<file path="config.mk">
export PLATFORM = sky130hd
export DESIGN_NAME = wr_ptr_full_ctrl
export DESIGN_NICKNAME = d
export VERILOG_FILES = /design/src/rtl/fifo_pkg.sv /design/src/rtl/gray_to_bin.sv /design/src/rtl/wr_ptr_full_ctrl.sv
export SDC_FILE = /design/constraint.sdc
export NUM_CORES = 1
export LEC_CHECK = 0
export CAP_MARGIN = 5
export CORE_MARGIN = 1.5
export CORE_UTILIZATION = 40
export CTS_CLUSTER_DIAMETER = 60
export DETAILED_ROUTE_END_ITERATION = 12
export GPL_TIMING_DRIVEN = 0
export HOLD_SLACK_MARGIN = 0.1
export PLACE_DENSITY = 0.66
export RECOVER_POWER = 25
export SYNTH_ARGS = -nofsm -noshare
export SYNTH_HDL_FRONTEND = slang
export SYNTH_SLANG_ARGS = --single-unit
</file>
<file path="constraint.sdc">
create_clock -name i_wr_clk -period 3.95 [get_ports i_wr_clk]
set_input_delay 0.9875 -clock i_wr_clk [delete_from_list [all_inputs] [get_ports i_wr_clk]]
set_output_delay 0.9875 -clock i_wr_clk [all_outputs]
set_load 0.01 [all_outputs]
</file>
<file path="src/rtl/fifo_pkg.sv">
// Shared FIFO sizing defaults used by the write-side and read-side pointer blocks.
package fifo_pkg;

    localparam int FIFO_PTR_W     = 12;
    localparam int FIFO_AF_MARGIN = 4;
    localparam int FIFO_DEPTH     = 2 ** FIFO_PTR_W;

endpackage

</file>
<file path="src/rtl/gray_to_bin.sv">
// Combinational Gray-to-binary conversion; shared by the write-side full and read-side empty logic.
module gray_to_bin #(
    parameter int W = 4
) (
    input  logic [W-1:0] i_gray,
    output logic [W-1:0] o_bin
);

    // Each binary bit is the XOR of all Gray bits at or above it.
    always_comb begin
        o_bin = '0;
        for (int i = 0; i < W; i++) begin
            o_bin[i] = ^(i_gray >> i);
        end
    end

endmodule

</file>
<file path="src/rtl/wr_ptr_full_ctrl.sv">
// Write-domain pointer of an async FIFO: write address, Gray pointer export,
// conservative full/almost-full/level against the synchronized read pointer, sticky overflow.
module wr_ptr_full_ctrl
    import fifo_pkg::*;
#(
    parameter int PTR_W     = FIFO_PTR_W,
    parameter int AF_MARGIN = FIFO_AF_MARGIN
) (
    input  logic             i_wr_clk,
    input  logic             i_wr_rst,
    input  logic             i_wr_en,
    input  logic [PTR_W:0]   i_rd_ptr_sync,
    input  logic             i_ovf_clr,
    output logic             o_mem_we,
    output logic [PTR_W-1:0] o_wr_addr,
    output logic [PTR_W:0]   o_wr_ptr_gray,
    output logic             o_full,
    output logic             o_almost_full,
    output logic [PTR_W:0]   o_wr_level,
    output logic             o_overflow
);

    localparam int             DEPTH     = 2 ** PTR_W;
    localparam logic [PTR_W:0] AF_THRESH = (PTR_W + 1)'(DEPTH - AF_MARGIN);

    logic [PTR_W:0] r_wbin;
    logic [PTR_W:0] r_wr_ptr_gray;
    logic [PTR_W:0] r_wr_level;
    logic           r_full;
    logic           r_almost_full;
    logic           r_overflow;

    logic           w_wr_acc;
    logic [PTR_W:0] w_wbin_next;
    logic [PTR_W:0] w_gnext;
    logic [PTR_W:0] w_rbin;
    logic [PTR_W:0] w_full_gray;
    logic [PTR_W:0] w_level_next;

    // Gating with reset keeps the RAM untouched while the pointer is being cleared.
    assign w_wr_acc    = i_wr_en & ~r_full & ~i_wr_rst;
    assign w_wbin_next = r_wbin + {{PTR_W{1'b0}}, w_wr_acc};
    assign w_gnext     = w_wbin_next ^ (w_wbin_next >> 1);

    gray_to_bin #(
        .W (PTR_W + 1)
    ) u_rd_g2b (
        .i_gray (i_rd_ptr_sync),
        .o_bin  (w_rbin)
    );

    // Full when the write pointer is exactly one lap ahead: top two Gray bits inverted.
    assign w_full_gray  = {~i_rd_ptr_sync[PTR_W:PTR_W-1], i_rd_ptr_sync[PTR_W-2:0]};
    assign w_level_next = w_wbin_next - w_rbin;

    always_ff @(posedge i_wr_clk or posedge i_wr_rst) begin
        if (i_wr_rst) begin
            r_wbin        <= '0;
            r_wr_ptr_gray <= '0;
            r_wr_level    <= '0;
            r_full        <= 1'b0;
            r_almost_full <= 1'b0;
            r_overflow    <= 1'b0;
        end else begin
            r_wbin        <= w_wbin_next;
            r_wr_ptr_gray <= w_gnext;
            r_wr_level    <= w_level_next;
            r_full        <= (w_gnext == w_full_gray);
            r_almost_full <= (w_level_next >= AF_THRESH);
            if (i_wr_en && r_full) begin
                r_overflow <= 1'b1;
            end else if (i_ovf_clr) begin
                r_overflow <= 1'b0;
            end
        end
    end

    assign o_mem_we      = w_wr_acc;
    assign o_wr_addr     = r_wbin[PTR_W-1:0];
    assign o_wr_ptr_gray = r_wr_ptr_gray;
    assign o_full        = r_full;
    assign o_almost_full = r_almost_full;
    assign o_wr_level    = r_wr_level;
    assign o_overflow    = r_overflow;

endmodule

</file>
==> summary.md <==
| Metric | Value |
|---|---|
| Initial antenna violation count | `0` |
| Worst Skew | `around 0.0083 ns` |
| Clock-pin transition on the worst setup and hold timing paths | `~0.080 ns` |
| Clock root buffer master | `sky130_fd_sc_hd__clkbuf_8` |
| Share of synthesized registers carrying an async set or reset | `1.00` |
| Core outline area | `around 0.0055 sq mm` |
| Layout cells sized above 1 | `0.245` |
| Mean Syn Cell Area | `between 10 and 15 sq um` |
| Nets@finish | `320` |
| Number of distinct library cells after synthesis | `34` |
| Critical Path Source Type | `input port` |
| Flop and latch count out of synthesis | `roughly 40` |
| Post-synth top cells | `sky130_fd_sc_hd__dfrtp_1 (41), sky130_fd_sc_hd__xnor2_1 (33), sky130_fd_sc_hd__xor2_1 (32)` |
| Dominant combinational cell family by area after synthesis | `XOR/XNOR gates` |
| Width of the die | `~80 microns` |
| GRT Util Overall | `0.176` |
| Compound-Gate Fraction of Synth Area | `0.0612` |
| Sinks on the clock net | `just over 40` |
| H-tree Lvls | `2` |
| Cell Rows | `27` |
| Class of the tightest hold or removal check | `flop to flop` |
| Count of max-cap constraint violations | `1` |
| Maximum root-to-sink buffer count | `2` |
| Die area | `between 0.006 and 0.007 sq mm` |
| Number of hold buffers added after cts | `0` |
| Number of enable flip-flop cells after synthesis | `0` |
| Net Count, Synth | `approximately 240` |
| First-pass GRT wire length | `8290 microns` |
| Slew at the pin closest to its max-slew limit | `1.50 ns` |
| Final setup violation count | `0` |
| Leading post-synthesis cells by cell area | `sky130_fd_sc_hd__dfrtp_1 (44%), sky130_fd_sc_hd__xnor2_1 (13%), sky130_fd_sc_hd__xor2_1 (12%)` |
| XOR/XNOR Fraction of Synth Area | `0.284` |
| Unrepaired setup endpoints after global routing | `true` |
| Status | `finished with violations` |
| Detailed Routing Iterations Pass 1 | `4` |
| Per-cell routed wire length | `between 10 and 15 microns` |
| Part of the cycle the worst path needs | `0.983` |
| Post-DRT Antenna Nets | `0` |
| Dominant cell type by area after synthesis | `sky130_fd_sc_hd__dfrtp_1` |
| Power density over cell area | `670 mW/mm^2` |
| Arrival time of data at the critical path endpoint | `~4 ns` |
| CP Class | `input port to flop` |
| Number of cells in the design after placement | `about 340` |
| Prevailing post-synth register cell | `sky130_fd_sc_hd__dfrtp_1` |
| Gate count of the mapped netlist | `between 200 and 250` |
| Top cell type's share of synthesized area | `0.444` |
| Starting DRT DRC Count | `58` |
| Filler cell count in the final layout | `roughly 450` |
| Pins over their slew limit | `42` |
| Clock latency on the worst-skew pair | `0.30 ns` |
| Worst slew margin | `-0.00394` |
| Worst endpoint required time | `4.14 ns` |
| Total vias in the final route | `between 1500 and 2000` |
| Violations in the final reports | `max-capacitance violations, max-slew violations` |
| Leakage power of the design | `between 1.5 and 2 nW` |
| Post-Synth Adder-Cell Area | `0.0839` |
| Number of port buffers | `58` |
| Sort of element at the end of the critical path | `flop` |
| Final hold viol count | `0` |
| Ports | `59` |
| Sequential cell area | `between 0.001 and 0.0015 sq mm` |
| Cell area after technology mapping | `between 0.002 and 0.0025 sq mm` |
| Synthesis-to-finish area growth | `51.8%` |
| Antenna diode count | `0` |
| DRC | `0` |
| Worst hold-check slack | `roughly 0.53 ns` |
| Number of non-filler instances in the completed layout | `between 300 and 400` |
| Area of the multi-input gates | `between 0.001 and 0.0015 sq mm` |
| Final min period | `about 4 ns` |
| Gp weighted congestion | `between 0.7 and 0.8` |
| Number of buffers created by CTS | `5` |
| IR drop worst, VDD | `about 0.47 mV` |
| Detailed-placement wirelength estimate | `3490 microns` |
| Simple-gate portion of the synthesized area | `0.0958` |
| Maximum fanout count along the critical path | `3` |
| Remaining global-route overflow | `0` |
| CTS tree | `built` |
| Pin count of the biggest net entering global routing | `between 40 and 50` |
| Number of global-route vias before repair | `around 1700` |
| Mux contribution to synthesized area | `0` |
| Synthesis warning total | `0` |
| Initial Utilization | `0.417` |
| Highest clock rate | `~260 MHz` |
| Die H | `79.0 microns` |
| Total routed wirelength | `5030 microns` |
| Cell with the most instances after synthesis | `sky130_fd_sc_hd__dfrtp_1` |
| Detail-routed via count per cell | `about 4.6` |
| Sequential element share of the synthesized area | `0.444` |
==> metrics by stage <==
stage	setup slack, ns	total power, mW	utilization	setup TNS [ns]	area, sq um
after global placement	-0.873	1.76	0.554	-5.00	3070
after global routing	-0.0640	2.53	0.633	-0.0640	3510
after detailed placement	-0.887	1.76	0.554	-4.95	3070
after CTS	-0.0619	2.33	0.610	-0.0619	3380
final	0.0665	2.35	0.633	0	3510
after floorplan	-0.0353	1.38	-	-0.0353	2400
==> power by group <==
part / internal [mW] / leakage (nW) / switching [mW]
clock: 0.251 / 0.0681 / 0.149
sequential: 0.545 / 0.521 / 0.0723
combinational: 0.711 / 1.06 / 0.623
total: 1.51 / 1.65 / 0.844
==> layout make-up <==
type | count | area share
flip-flops and latches | 41 | 0.293
clock inverters | 3 | 0.0186
multi-input cells | 146 | 0.424
inverters | 19 | 0.0203
clock buffers | 5 | 0.0196
well taps | 72 | 0.0257
repair buffers | 76 | 0.199
==> placed cells by master (no fill, tap or decap), types with 2 or more instances in the layout <==
cell type / count
sky130_fd_sc_hd__xor2_1: 26
sky130_fd_sc_hd__nor2b_1: 2
sky130_fd_sc_hd__dfrtp_1: 41
sky130_fd_sc_hd__nand2_1: 10
sky130_fd_sc_hd__xor2_2: 5
sky130_fd_sc_hd__clkdlybuf4s50_1: 44
sky130_fd_sc_hd__nor2_1: 5
sky130_fd_sc_hd__clkbuf_8: 5
sky130_fd_sc_hd__dlygate4sd2_1: 2
sky130_fd_sc_hd__inv_1: 18
sky130_fd_sc_hd__nand3_1: 4
sky130_fd_sc_hd__o21ai_0: 2
sky130_fd_sc_hd__ha_2: 2
sky130_fd_sc_hd__a21oi_1: 3
sky130_fd_sc_hd__buf_2: 3
sky130_fd_sc_hd__nand4_1: 3
sky130_fd_sc_hd__xnor2_4: 8
sky130_fd_sc_hd__ha_1: 8
sky130_fd_sc_hd__xnor2_1: 24
sky130_fd_sc_hd__nand2b_1: 2
sky130_fd_sc_hd__nor4_1: 2
sky130_fd_sc_hd__buf_4: 20
sky130_fd_sc_hd__and3_1: 6
sky130_fd_sc_hd__dlymetal6s2s_1: 4
sky130_fd_sc_hd__a21oi_2: 5
sky130_fd_sc_hd__o21ai_1: 2
sky130_fd_sc_hd__xnor2_2: 5
sky130_fd_sc_hd__ha_4: 3
sky130_fd_sc_hd__bufinv_16: 2
==> worst paths after layout <==
kind / startpoint / end / slack [ns] / depth (start not counted)
worst max-delay path: i_rd_ptr_sync[12] / o_almost_full$_DFF_PP0_ / 0.07 / 18
worst min-delay path: o_overflow$_DFFE_PP0P_ / o_overflow$_DFFE_PP0P_ / 0.53 / 2
worst max register to register: o_full$_DFF_PP0_ / o_almost_full$_DFF_PP0_ / 0.74 / 14
worst min register to register: o_overflow$_DFFE_PP0P_ / o_overflow$_DFFE_PP0P_ / 0.53 / 2
max in group asynchronous: i_wr_rst / o_wr_level[5]$_DFF_PP0_ / 1.73 / 2
min in group asynchronous: i_wr_rst / o_wr_ptr_gray[6]$_DFF_PP0_ / 1.33 / 2
==> state kept, by name, summed over array words and instances, names as in the netlist <==
register / cells
o_almost_full: 1
o_full: 1
o_overflow: 1
o_wr_level: 13
o_wr_ptr_gray: 12
r_wbin: 13
==> what timing repair did <==
item                                    CTS  global route
pin swaps                                19            19
buffers inserted                         13             5
endpoints found under the setup margin    8             3
endpoints found under the hold margin     0             0
gates resized for setup                  44            23
cloned                                    0             0
==> metal layers <==
layer / routed length, microns / GRT usage
met1: 2410 / 0.250
met2: 2360 / 0.265
met3: 159 / 0.0368
met4: 101 / 0.0632
met5: 0 / 0
==> logic make-up after synthesis <==
family,count (synthesis)
simple gates,41
buf+inv,19
compound gates,21
flops,41
fa+ha+maj,15
xor+xnor,69
==> worst max-delay path, stage by stage <==
cell	delay (ns)
sky130_fd_sc_hd__buf_2	0.14
sky130_fd_sc_hd__xnor2_4	0.23
sky130_fd_sc_hd__xnor2_4	0.17
sky130_fd_sc_hd__xnor2_4	0.18
sky130_fd_sc_hd__xnor2_4	0.16
sky130_fd_sc_hd__xnor2_2	0.16
sky130_fd_sc_hd__inv_1	0.07
sky130_fd_sc_hd__ha_1	0.27
sky130_fd_sc_hd__nor2b_1	0.13
sky130_fd_sc_hd__o21ai_1	0.10
sky130_fd_sc_hd__or2b_4	0.28
sky130_fd_sc_hd__a21oi_2	0.14
sky130_fd_sc_hd__maj3_2	0.22
sky130_fd_sc_hd__a21oi_2	0.07
sky130_fd_sc_hd__a211o_1	0.31
sky130_fd_sc_hd__a21oi_2	0.17
sky130_fd_sc_hd__xnor2_2	0.10
sky130_fd_sc_hd__a41o_1	0.18
No activity file was read; power rests on OpenSTA's default activity.
